$ cat config.mk
export PLATFORM = sky130hd
export DESIGN_NAME = huffman_stream_packer
export DESIGN_NICKNAME = d
export VERILOG_FILES = /design/src/rtl/huffman_stream_packer.sv
export SDC_FILE = /design/constraint.sdc
export NUM_CORES = 2
export LEC_CHECK = 0
export CORE_UTILIZATION = 40
export CTS_CLUSTER_DIAMETER = 80
export DETAILED_ROUTE_END_ITERATION = 16
export HOLD_SLACK_MARGIN = 0.06
export MAX_ROUTING_LAYER = met4
export SYNTH_ARGS = -nofsm -noshare
export SYNTH_HDL_FRONTEND = slang
export SYNTH_SLANG_ARGS = --single-unit
$ cat constraint.sdc
create_clock -name clock -period 5.4 [get_ports clock]
set_input_delay 1.08 -clock clock [delete_from_list [all_inputs] [get_ports clock]]
set_output_delay 1.08 -clock clock [all_outputs]
set_load 0.1 [all_outputs]
$ cat src/rtl/huffman_stream_packer.sv
// rtl/huffman_stream_packer.sv - table-driven Huffman symbol lookup and MSB-first packing into fixed-width words
module huffman_stream_packer #(
   parameter int SYM_W   = 8,
   parameter int MAX_LEN = 8,
   parameter int LEN_W   = 4,
   parameter int OUT_W   = 16,
   parameter int NB_W    = 5
) (
   input  logic               clock,
   input  logic               reset,
   input  logic               tbl_we,
   input  logic [SYM_W-1:0]   tbl_addr,
   input  logic [MAX_LEN-1:0] tbl_code,
   input  logic [LEN_W-1:0]   tbl_len,
   input  logic [SYM_W-1:0]   data_in,
   input  logic               data_enable,
   output logic               data_ready,
   input  logic               flush,
   output logic [OUT_W-1:0]   data_out,
   output logic               data_out_valid,
   input  logic               data_out_ready,
   output logic               data_out_last,
   output logic [NB_W-1:0]    data_out_nbits,
   output logic [1:0]         out_state,
   output logic               len_err,
   output logic [31:0]        sym_count
);

   localparam int ACC_W  = OUT_W + MAX_LEN;
   localparam int FILL_W = $clog2(ACC_W + 1);
   localparam int DEPTH  = 1 << SYM_W;

   localparam logic [FILL_W-1:0] OUT_W_F   = FILL_W'(OUT_W);
   localparam logic [LEN_W-1:0]  MAX_LEN_L = LEN_W'(MAX_LEN);
   localparam logic [NB_W-1:0]   OUT_W_NB  = NB_W'(OUT_W);

   localparam logic [1:0] ST_RUN        = 2'd0;
   localparam logic [1:0] ST_FLUSH_WAIT = 2'd1;
   localparam logic [1:0] ST_FLUSH_LAST = 2'd2;

   logic [MAX_LEN-1:0] code_mem [0:DEPTH-1];
   logic [LEN_W-1:0]   len_mem  [0:DEPTH-1];

   logic               lk_valid;
   logic [MAX_LEN-1:0] lk_code;
   logic [LEN_W-1:0]   lk_len;

   // acc holds fill stream bits left-aligned at the MSB; everything below fill is zero
   logic [ACC_W-1:0]   acc;
   logic [FILL_W-1:0]  fill;
   logic [1:0]         state;

   logic               out_free;
   logic               do_move;
   logic               do_merge;
   logic               do_last;
   logic               accept;
   logic               len_bad;
   logic [LEN_W-1:0]   len_eff;
   logic [MAX_LEN-1:0] code_mask;
   logic [ACC_W-1:0]   code_al;
   logic [ACC_W-1:0]   acc_m;
   logic [ACC_W-1:0]   acc_n;
   logic [FILL_W-1:0]  fill_m;
   logic [FILL_W-1:0]  fill_n;

   assign out_state = state;

   // move-then-merge datapath and input handshake
   always_comb begin
      out_free  = !data_out_valid || data_out_ready;
      do_move   = (fill >= OUT_W_F) && out_free;
      fill_m    = do_move ? (fill - OUT_W_F) : fill;
      acc_m     = do_move ? (acc << OUT_W) : acc;
      do_merge  = lk_valid && (fill_m < OUT_W_F);
      len_bad   = (lk_len == '0) || (lk_len > MAX_LEN_L);
      len_eff   = (lk_len > MAX_LEN_L) ? MAX_LEN_L : lk_len;
      code_mask = {MAX_LEN{1'b1}} >> (MAX_LEN_L - len_eff);
      code_al   = {lk_code & code_mask, {OUT_W{1'b0}}} << (MAX_LEN_L - len_eff);
      acc_n     = do_merge ? (acc_m | (code_al >> fill_m)) : acc_m;
      fill_n    = do_merge ? (fill_m + FILL_W'(len_eff)) : fill_m;
      do_last   = (state == ST_FLUSH_LAST) && out_free;
      data_ready = !reset && (state == ST_RUN) && (!lk_valid || do_merge);
      accept    = data_enable && data_ready;
   end

   // code table, never reset; a write is seen by lookups from the following edge
   always_ff @(posedge clock) begin
      if (tbl_we) begin
         code_mem[tbl_addr] <= tbl_code;
         len_mem[tbl_addr]  <= tbl_len;
      end
   end

   // lookup stage, accumulator, output register, counters and flush FSM
   always_ff @(posedge clock) begin
      if (reset) begin
         lk_valid       <= 1'b0;
         lk_code        <= '0;
         lk_len         <= '0;
         acc            <= '0;
         fill           <= '0;
         state          <= ST_RUN;
         data_out       <= '0;
         data_out_valid <= 1'b0;
         data_out_last  <= 1'b0;
         data_out_nbits <= '0;
         len_err        <= 1'b0;
         sym_count      <= '0;
      end else begin
         if (accept) begin
            lk_valid <= 1'b1;
            lk_code  <= code_mem[data_in];
            lk_len   <= len_mem[data_in];
         end else if (do_merge) begin
            lk_valid <= 1'b0;
         end

         if (do_last) begin
            acc  <= '0;
            fill <= '0;
         end else begin
            acc  <= acc_n;
            fill <= fill_n;
         end

         if (do_move) begin
            data_out       <= acc[ACC_W-1 -: OUT_W];
            data_out_valid <= 1'b1;
            data_out_nbits <= OUT_W_NB;
            data_out_last  <= 1'b0;
         end else if (do_last) begin
            data_out       <= acc[ACC_W-1 -: OUT_W];
            data_out_valid <= 1'b1;
            data_out_nbits <= NB_W'(fill);
            data_out_last  <= 1'b1;
         end else if (data_out_ready) begin
            data_out_valid <= 1'b0;
         end

         if (do_merge && len_bad)
            len_err <= 1'b1;

         if (accept)
            sym_count <= sym_count + 32'd1;

         case (state)
            ST_RUN: begin
               if (flush)
                  state <= ST_FLUSH_WAIT;
            end
            ST_FLUSH_WAIT: begin
               if (!lk_valid && (fill < OUT_W_F))
                  state <= ST_FLUSH_LAST;
            end
            ST_FLUSH_LAST: begin
               if (out_free)
                  state <= ST_RUN;
            end
            default: state <= ST_RUN;
         endcase
      end
   end

endmodule

==> metrics.txt <==
Post-Synth Simple-Gate Area=2.704%; GPL Wtd Cong=0.9164; layout cells sized above 1=25.36%; Slew @ Worst Pin=1.383 ns; Max-Cap Viols=0; syn nets=5804; critical path's top delay family=simple AND/OR/NAND/NOR gates; Post-Route Setup TNS=0 ns; FF-to-FF End=acc[13]; Num CTS Buffers=322; P_sw=0.01092 W; final hold violation count=0; Setup crit start kind=primary input; Post-DRT Antenna Nets=0; hpwl dp=191200 µm; fin. max-slew vios=0; post-synthesis mux area share=14.87%; run status=finished, final reports clean; CP endpoint=lk_len[3]; RSZ-0062 raised after global routing=false; number of synthesized flops with an enable pin=3072; most common cell after layout, fill and taps aside=edfxtp_1; Syn Area/Cell=21.16 µm²; DIE WIDTH=554.2 µm; # resized after CTS=0; Comb power frac=5.2%; Unique masters post-synth=73; Seq/Total Area, Yosys=77.28%; DR vias=60366; CP required=6.20 ns; peak supply drop=281.1 µV; CTS root buf=clkbuf_16; grt ovf=0; pre-CTS setup slack=0.3558 ns; internal power=0.03988 W; Critical R2R Launch=lk_len[0]; fill count=24892; reg2reg path depth=11; fin nets=6305; Clock Skew=0.03839 ns; WL final=306900 µm; Leak Pwr=43.69 nW; Levels on crit path=10; initial DRC count=7129; critical path data arrival time=5.08 ns; placed instance area=130100 µm²; Worst-Skew Late Latency=0.87 ns; total clock sinks=3172; Initial DRT Pass Iterations=6; clock network power share=41.5%; WL per Instance=29.25 µm; post-layout worst setup margin=1.125 ns; GRT Resource Usage Total=20.40%; dominant synthesized flop cell=edfxtp_1; Clock Pin Slew Worst Setup and Hold Paths=0.06 ns; DRC errors left=0; Port Buffers=92; PwrDens=363.2 nW/µm²; CP cell instances=buf_4 > nor2b_4 > nand2_1 > o22ai_1 > nor2_1 > o211ai_1 > o41ai_1 > a2111oi_1 > buf_4 > nand3b_1; critical path's most frequent cell=buf_4; Seq pwr share=53.3%; YS warnings=0; Crit path largest cell delay=1.05 ns; Worst Setup End Kind=flip-flop; Tightest Hold Check Type=reg2reg; core area=303000 µm²; synthesized area=122000 µm²; setup violators final=0; Die H=554.2 µm; main combinational cell family by area after synthesis=multiplexers; htree depth=5; Synth Area in XOR/XNOR=0.2298%; r2r setup slk=1.26 ns; cts hold-fix bufs=0; Initial Util=40.25%; Max Fclk=233.9 MHz; Sw Share=21.50%; crit path buf inv count=2; Synth Area in Compound Gates=3.460%; Cells after Synth=5763; antenna violations before repair=11; asr flop ratio synth=0%; CP startpoint=data_in[2]; minimum clock period=4.275 ns; io pins=93; largest net degree at the start of global routing=188; register bit total from synthesis=3172; Layout Area Growth over Synthesis=14.70%; vias in the first global route=60437; die area=307100 µm²; adder-cell share of the synthesized area=0.07797%; Via-to-Cell Ratio=5.754; slowest CP cell=a2111oi_1; fin crit share=79.16%; first-pass GRT wire length=441900 µm; most frequent cells in the layout=3072 x edfxtp_1, 756 x mux4_2, 400 x buf_4, 345 x nor2_1, 328 x clkbuf_16; CP Max Fanout=37; CTS tree=built; Setup Fix Bufs, Post-CTS=0; Worst slew margin=7.799%; Clock Tree Buf Depth=4; critical path class=in2reg; post-route cell area=139900 µm²; FP Rows=202
==> power groups by stage <==
| stage | Clock, W | Combinational (W) | Sequential, W |
|---|---|---|---|
| finish | 0.0211 | 0.00264 | 0.0271 |
| global route | 0.0223 | 0.00278 | 0.0271 |
| CTS | 0.0214 | 0.00267 | 0.0271 |
| detailed placement | 0 | 0.00266 | 0.0276 |
| global placement | 0 | 0.00263 | 0.0276 |
| floorplan | 0 | 0.00140 | 0.0276 |
==> registers in the layout, summed over array words and instances, names as in the netlist, 5 cells and up <==
name and flops:
sym_count 32, len_mem 1024, acc 24, data_out 16, fill 5, code_mem 2048, lk_code 8, data_out_nbits 5
==> how the worst min path moves through the flow <==
stage	startpoint	end	slack, ns	cells past startpoint
2_1_floorplan	lk_code[5]	lk_code[5]	0.43	2
3_3_place_gp	data_out[10]	data_out[10]	0.44	2
3_5_place_dp	data_out[8]	data_out[8]	0.45	2
4_1_cts	tbl_len[0]	len_mem[250][0]	0.45	1
5_1_grt	data_out[8]	data_out[8]	0.47	2
6_report	data_out[6]	data_out[6]	0.46	2
==> layer usage <==
layer / track usage [%] / part of all wire (%) / wire length (µm)
met3: 3.390 / 7.3 / 22420
met2: 31.27 / 47 / 145700
met5: - / 0 / 0
met1: 28.14 / 42 / 129400
met4: 6.015 / 3.0 / 9350
==> through the flow <==
step	cells	util (%)	total power (W)	hold WS, ns
final	10491	46.16	0.05081	0.4571
after global routing	10488	46.16	0.05217	0.4714
after CTS	10485	46.16	0.05117	0.4500
after detailed placement	9918	42.93	0.03029	0.4501
after global placement	9918	42.93	0.03025	0.4429
after floorplan	5763	-	0.02902	0.4286
==> Yosys cell counts, drive strengths merged (17+ instances only) <==
master  number  area share, %
dfxtp      100            1.6
a221oi      46           0.33
nand3      101           0.41
o22ai       89           0.46
nand4       25           0.13
nor2b       22           0.11
a21oi       57           0.23
xor2        18           0.13
nor2       348            1.1
nor3        31           0.13
clkbuf     201           0.62
nand2      160           0.49
o21ai       36           0.15
a211oi      17           0.10
a22oi      177            1.1
mux4       756             14
a32oi       20           0.14
mux2i      105           0.87
a22o        64           0.46
buf        148           0.72
edfxtp    3072             76
==> final cells by class <==
| class | instances | area, µm² | area share [%] |
|---|---|---|---|
| diodes | 6 | 15.01 | 0.01073 |
| clock buffers | 417 | 8572 | 6.127 |
| clock inverters | 150 | 1209 | 0.8640 |
| inverters | 15 | 58.81 | 0.04204 |
| multi-input cells | 2227 | 26100 | 18.66 |
| flip-flops and latches | 3172 | 94250 | 67.37 |
| well taps | 3978 | 4977 | 3.558 |
| repair buffers | 526 | 4712 | 3.368 |
==> worst min-delay path: stages (launching register included) <==
cell     delay [ns]
dfxtp_1        0.31
nand2_1        0.05
a21oi_1        0.05
==> kinds of logic (layout without fill, tap and decap cells) <==
kind of cell / Yosys count / in the layout
mux: 864 / 864
xor+xnor: 32 / 32
simple gates: 751 / 751
fa+ha+maj: 7 / 7
other cells: 0 / 6
buf+inv: 364 / 1108
compound gates: 573 / 573
flops: 3172 / 3172
Power figures use the tool's default switching activity.
